**config.mk**
```make
export PLATFORM = sky130hd
export DESIGN_NAME = dmem_arbiter
export DESIGN_NICKNAME = d
export VERILOG_FILES = /design/src/rtl/dmem_arbiter.sv
export SDC_FILE = /design/constraint.sdc
export NUM_CORES = 1
export LEC_CHECK = 0
export ABC_AREA = 1
export CAP_MARGIN = 20
export CORE_AREA = 2 2 118 120
export DETAILED_ROUTE_END_ITERATION = 10
export DIE_AREA = 0 0 120 122
export GPL_ROUTABILITY_DRIVEN = 1
export SLEW_MARGIN = 40
export SYNTH_ARGS = -nofsm -noshare
export SYNTH_HDL_FRONTEND = slang
export SYNTH_SLANG_ARGS = --single-unit
```
**constraint.sdc**
```tcl
create_clock -name clk -period 2.2 [get_ports clk]
set_clock_uncertainty 0.2 [all_clocks]
set_input_delay 0.44 -clock clk [delete_from_list [all_inputs] [get_ports clk]]
set_output_delay 0.44 -clock clk [all_outputs]
set_load 0.005 [all_outputs]
```
**src/rtl/dmem_arbiter.sv**
```systemverilog
// Data-memory port arbiter: the CPU has fixed priority, and a starvation counter forces one CPU stall cycle for the DMA.
// Optional DMEM_ARB_PERF_EN adds saturating steal / DMA-grant performance counters.
module dmem_arbiter #(
   parameter int STARVE_LIMIT = 8,
   parameter int CNT_W        = 8
) (
   input  logic        clk,
   input  logic        rst_n,
   input  logic        i_cpu_en,
   input  logic [3:0]  i_cpu_we,
   input  logic        i_cpu_re,
   input  logic [31:0] i_cpu_addr,
   input  logic [31:0] i_cpu_wdata,
   output logic [31:0] o_cpu_rdata,
   output logic        o_cpu_stall,
   input  logic        i_dma_req,
   input  logic [3:0]  i_dma_we,
   input  logic [31:0] i_dma_addr,
   input  logic [31:0] i_dma_wdata,
   output logic        o_dma_gnt,
   output logic        o_dma_rvalid,
   output logic [31:0] o_dma_rdata,
   output logic [3:0]  o_mem_we,
   output logic        o_mem_re,
   output logic [31:0] o_mem_addr,
   output logic [31:0] o_mem_wdata,
   input  logic [31:0] i_mem_rdata
`ifdef DMEM_ARB_PERF_EN
   ,
   output logic [31:0] o_perf_steal_cnt,
   output logic [31:0] o_perf_dma_gnt_cnt
`endif
);

   typedef enum logic {NORMAL, STEAL} state_t;
   typedef enum logic [1:0] {OWN_NONE, OWN_CPU_RD, OWN_DMA_RD} owner_t;

   state_t             r_state, w_state_nxt;
   owner_t             r_owner_q, w_owner_nxt;
   logic [CNT_W-1:0]   r_cnt, w_cnt_nxt, w_cnt_inc;
   logic [31:0]        r_cpu_rdata_q;
   logic               w_cpu_acc;
   logic               w_dma_rd;

   assign o_cpu_stall = (r_state == STEAL);
   // In STEAL the stall itself masks the CPU, so the DMA wins whatever it asks.
   assign w_cpu_acc   = i_cpu_en & ~o_cpu_stall & (i_cpu_re | (|i_cpu_we));
   assign o_dma_gnt   = i_dma_req & ~w_cpu_acc;
   assign w_dma_rd    = o_dma_gnt & ~(|i_dma_we);
   assign w_cnt_inc   = r_cnt + CNT_W'(1);

   always_comb begin
      o_mem_we    = 4'h0;
      o_mem_re    = 1'b0;
      o_mem_addr  = i_cpu_addr;
      o_mem_wdata = i_cpu_wdata;
      if (o_dma_gnt) begin
         o_mem_we    = i_dma_we;
         o_mem_re    = w_dma_rd;
         o_mem_addr  = i_dma_addr;
         o_mem_wdata = i_dma_wdata;
      end else if (w_cpu_acc) begin
         o_mem_we = i_cpu_we;
         o_mem_re = i_cpu_re;
      end
   end

   always_comb begin
      w_state_nxt = NORMAL;
      w_cnt_nxt   = '0;
      if (i_dma_req & ~o_dma_gnt) begin
         if (w_cnt_inc == CNT_W'(STARVE_LIMIT)) begin
            w_state_nxt = STEAL;
         end else if (r_cnt != '1) begin
            w_cnt_nxt = w_cnt_inc;
         end else begin
            w_cnt_nxt = r_cnt;
         end
      end
   end

   always_comb begin
      w_owner_nxt = OWN_NONE;
      if (w_cpu_acc & i_cpu_re & ~o_dma_gnt) w_owner_nxt = OWN_CPU_RD;
      else if (w_dma_rd)                     w_owner_nxt = OWN_DMA_RD;
   end

   always_ff @(posedge clk or negedge rst_n) begin
      if (!rst_n) begin
         r_state       <= NORMAL;
         r_cnt         <= '0;
         r_owner_q     <= OWN_NONE;
         r_cpu_rdata_q <= '0;
      end else begin
         r_state   <= w_state_nxt;
         r_cnt     <= w_cnt_nxt;
         r_owner_q <= w_owner_nxt;
         if (r_owner_q == OWN_CPU_RD) r_cpu_rdata_q <= i_mem_rdata;
      end
   end

   // Load data is held so a frozen M stage keeps seeing its value during a steal.
   assign o_cpu_rdata  = (r_owner_q == OWN_CPU_RD) ? i_mem_rdata : r_cpu_rdata_q;
   assign o_dma_rvalid = (r_owner_q == OWN_DMA_RD);
   assign o_dma_rdata  = i_mem_rdata;

`ifdef DMEM_ARB_PERF_EN
   always_ff @(posedge clk or negedge rst_n) begin
      if (!rst_n) begin
         o_perf_steal_cnt   <= '0;
         o_perf_dma_gnt_cnt <= '0;
      end else begin
         if (o_cpu_stall && o_perf_steal_cnt != 32'hFFFF_FFFF)
            o_perf_steal_cnt <= o_perf_steal_cnt + 32'd1;
         if (o_dma_gnt && o_perf_dma_gnt_cnt != 32'hFFFF_FFFF)
            o_perf_dma_gnt_cnt <= o_perf_dma_gnt_cnt + 32'd1;
      end
   end
`endif

endmodule

```
# Word-level counts from Yosys, hierarchy flattened
# Cells that the tools add are included.
# totals
in_bits	173
word_cells	38
ff_bits	43
out_inout_bits	136
# classes
reduce_logical	2
n_bitwise	12
eq_ne	5
add_sub_neg	1
n_mux	14
# op_table
op	n
$mux 32	3
$mux 8	3
$add 8x1->8 const B	1
$eq 8x4->1 const B	1
$mux 4	2
$ne 8x8->1 const B	1
$reduce_or 4->1	2
$and 1x1->1	7
$mux 1	4
$mux 2	2
$not 1->1	4
$ne 3x1->1 const B	1
$eq 2x1->1 const B	1
$eq 2x2->1 const B	1
$or 1x1->1	1

# Logic depth before layout (Yosys ltp)
# depth
word_depth	8
mapped_depth	10
mapped_depth_nobuf	10

# Worst setup path after synthesis
# Ideal clock, no wire load.
# synth_path
path_kind	input -> output
from	in i_cpu_we[3]
to	out o_mem_addr[10]
arrival_ps	1340
cell_stages	9
required_time_ps	1560
slack_ps	220
path_buffers	2
path_cell_list	nor3_1 > nand3_1 > nand2_2 > nand2_2 > inv_2 > buf_6 > buf_6 > nand2_1 > nand2_1
# synth_between
elab_chain_cells	6
# synth_lines
item	line	source
from (decl)	10	input logic [3:0] i_cpu_we,
$reduce_or 4->1	47	assign w_cpu_acc = i_cpu_en & ~o_cpu_stall & (i_cpu_re | (|i_cpu_we));
$or 1x1->1	47	
$and 1x1->1	47	
$not 1->1	48	assign o_dma_gnt = i_dma_req & ~w_cpu_acc;
$and 1x1->1	48	
$mux 32	57	if (o_dma_gnt) begin
to (decl)	25	output logic [31:0] o_mem_addr,
# Every way passes these cells.

# Worst setup path after layout
# layout_path
from	in i_cpu_we[1]
to	out o_mem_wdata[3]
# layout_between
elab_chain_cells	6
# layout_lines
item	line	source
$reduce_or 4->1	47	
$or 1x1->1	47	
$and 1x1->1	47	
$not 1->1	48	
$and 1x1->1	48	
$mux 32	57	
to (decl)	26	output logic [31:0] o_mem_wdata,
# Every way passes these cells.

==> metrics.yaml <==
outcome:
  outcome: "finished with violations"
  violations: "setup timing"
floorplanning:
  die_area_sq_mm: 0.0146
  fp-row-count: 43
  start_util_pct: 21.7
  die_w_microns: 120
  core_sq_mm: 0.0135
  num_io_pins: 309
  die_y_microns: 122
worst_setup_path:
  r2r_start: "r_cnt[0]"
  cp_slowest_cell: "dlygate4sd2_1"
  cp.arrival_ps: 1790
  worstSetupPathType: "in2out"
  path_max_fanout: 7
  worstPathCellList: "dlygate4sd2_1 -> inv_2 -> nand3_2 -> nand2_2 -> nand2_4 -> buf_12 -> buf_12 -> buf_6 -> buf_6 -> nand2_2 -> nand2_1 -> buf_2"
  reg2reg_to: "r_cnt[1]"
  path_buf_inv: 7
  path_delay_family: "buffers and inverters"
  r2r_setup_slack_ps: 350
  cp-end-kind: "output pin"
  r2r_cells: 10
  worstPathRequired_ps: 1560
  start_kind: "input port"
  cpPeakStageDelay_ps: 240
sta:
  finalCritPeriodShare_pct: 110
  layout_setup_ws_ps: -230
  rsz0062_at_grt: "true"
  worst_pin_slew_ps: 333
  drv_slew: 0
  fmaxAchievable_mhz: 412
  slew_headroom_pct: 77.7
  setup_viol: 74
  finalHoldViolCount: 0
  setup-tns-final_ps: -7740
  min_period_ps: 2430
  hold-worst-slack_ps: 261
route:
  routed_wl_microns: 15400
  vias: 3979
  antenna_left: 0
  firstDrtPassIters: 4
  wire_per_inst_microns: 16.3
  vias_per_cell: 4.22
  drc: 0
  drt-initial-drc-count: 128
layout:
  final_cell_mix: "191 x clkdlybuf4s50_1, 108 x nand2_1, 83 x nand2_2, 64 x buf_2, 64 x buf_6"
  nNetsFinal: 936
  drive_above_1_share_pct: 47.2
  final_common_cell: "clkdlybuf4s50_1"
  area_delta_synth_final_pct: 159
  final_area_sq_mm: 0.00757
hold_path:
  holdCritPathClass: "in2reg"
  whs_endpoint: "r_cpu_rdata_q[18]"
  whs_path_depth: 2
  hp-start: "i_mem_rdata[18]"
clock_network:
  cts_made_buffers: 5
  worstSkewPairLatency_ps: 280
  clk_pin_slew_ps: 60
  cts_max_level: 2
  cts_root_buf: "clkbuf_16"
  cts_tree: "built"
  clockBufferDepth: 2
  cts.sink_count: 43
grt:
  track_usage_pct: 19.8
  antenna_found_initial: 2
  grt_pass1_wl_microns: 22200
  grt_max_degree: 35
  grt_pass1_vias: 4117
  gr-total-overflow: 0
placed_design:
  port_buffers: 308
  dp_hpwl_microns: 10900
  place_area_sq_mm: 0.00619
  gp_congestion: 0.923
synthesis:
  syn_area_per_cell_sq_um: 7.16
  synthArstFlopShare_pct: 100
  synth_top_area_share_pct: 36.8
  netlist_instances: 409
  yosysTopAreaCell: "dfrtp_1"
  ys_types: 20
  syn_nets: 583
  ys_warn_count: 0
  ys_seq_area_share_pct: 36.8
  syn-cell-area_sq_mm: 0.00293
  synth_area_leaders: "dfrtp_1 37%, nand2_1 28%, mux2_2 12%"
  ys_seq_elements: 43
  synth_edf_count: 0
  ys.flop_type: "dfrtp_1"
power_and_ir_drop:
  peakVddDrop_v: 0.000252
  powerDensity_mw_per_mm2: 445
  leakage_nw: 3.83
run:
  drv_cap: 0
-- final cells by class --
type                            count  area, sq um
Antenna cell                        1         2.50
Clock inverter                      2         60.1
Multi-Input combinational cell    295         2020
Sequential cell                    43         1080
Inverter                           22         90.1
Timing Repair Buffer              395         3960
Fill cell                        1210         5930
Clock buffer                        6          129
Tap cell                          180          225
-- worst register-to-register path, delay by kind of cell, from the launching register on --
| kind | cells | cell delay [ps] |
|---|---|---|
| and+or+nand+nor | 8 | 800 |
| DFF | 1 | 400 |
| adders and majority gates | 1 | 240 |
| buffers and inverters | 1 | 100 |
-- synth_stat cells (2+ instances only) --
| library cell | number |
|---|---|
| nand2_2 | 2 |
| nand4_1 | 3 |
| nand3_1 | 7 |
| buf_6 | 6 |
| buf_2 | 6 |
| buf_4 | 32 |
| nor3_1 | 2 |
| mux2_2 | 32 |
| nand2_1 | 219 |
| nor2_1 | 19 |
| inv_1 | 21 |
| o22ai_1 | 3 |
| clkbuf_1 | 5 |
| dfrtp_1 | 43 |
| o21ai_0 | 4 |
-- registers in the layout, indices dropped and copies added, names as in the netlist --
name	count
o_cpu_stall	1
r_cnt	8
r_cpu_rdata_q	32
r_owner_q	2
-- layer usage --
layer  GRT usage [%]  vias to the layer above  share of wire [%]
met5               0                        -              0.065
met4            6.62                        2                2.2
met3            6.23                       19                9.0
met2            35.8                      203                 51
met1            21.9                     1821                 37
li1                -                     1934                  -
-- power breakdown --
group	switching (W)	total [W]	internal (W)	leakage [nW]
sequential	0.0000305	0.000913	0.000882	0.524
combinational	0.000556	0.00152	0.000961	3.21
clock	0.000288	0.000939	0.000650	0.0911
total	0.000875	0.00337	0.00249	3.83
-- stage by stage --
step	setup WS, ps	util (%)	total power, W	std cells
finish	-230	56.1	0.00337	944
global route	-299	56.0	0.00354	943
CTS	-221	53.9	0.00330	938
detailed placement	-875	45.8	0.00214	882
global placement	-834	45.8	0.00213	882
floorplan	220	-	0.00127	409
-- worst max-delay path by stage --
| stage | depth (start not counted) | start | to | slack [ps] |
|---|---|---|---|---|
| after floorplan | 9 | i_cpu_we[3] | o_mem_addr[10] | 220 |
| after detailed placement | 11 | i_cpu_we[3] | o_mem_addr[9] | -870 |
| after global placement | 10 | i_cpu_we[3] | o_mem_wdata[5] | -830 |
| after CTS | 12 | i_cpu_re | o_mem_wdata[4] | -220 |
| final | 12 | i_cpu_we[1] | o_mem_wdata[3] | -230 |
| after global routing | 12 | i_cpu_we[1] | o_mem_wdata[3] | -300 |
-- cells by family (layout without fill, tap and decap cells) --
| group | Yosys count | count (layout) | share of synthesized area, % |
|---|---|---|---|
| other cells | 0 | 1 | 0 |
| simple gates | 253 | 253 | 33.7 |
| xor+xnor | 1 | 1 | 0.299 |
| compound gates | 8 | 8 | 1.50 |
| fa+ha+maj | 1 | 1 | 0.427 |
| buf+inv | 71 | 425 | 15.0 |
| mux | 32 | 32 | 12.3 |
| flops | 43 | 43 | 36.8 |
-- repair_timing --
action	in CTS	in global routing
pin swaps	40	31
endpoints found under the hold margin	9	0
resized for setup	642	91
hold buffers	1	0
gates cloned	14	0
endpoints found under the setup margin	104	96
setup buffers	39	13
Power figures use the tool's default switching activity.
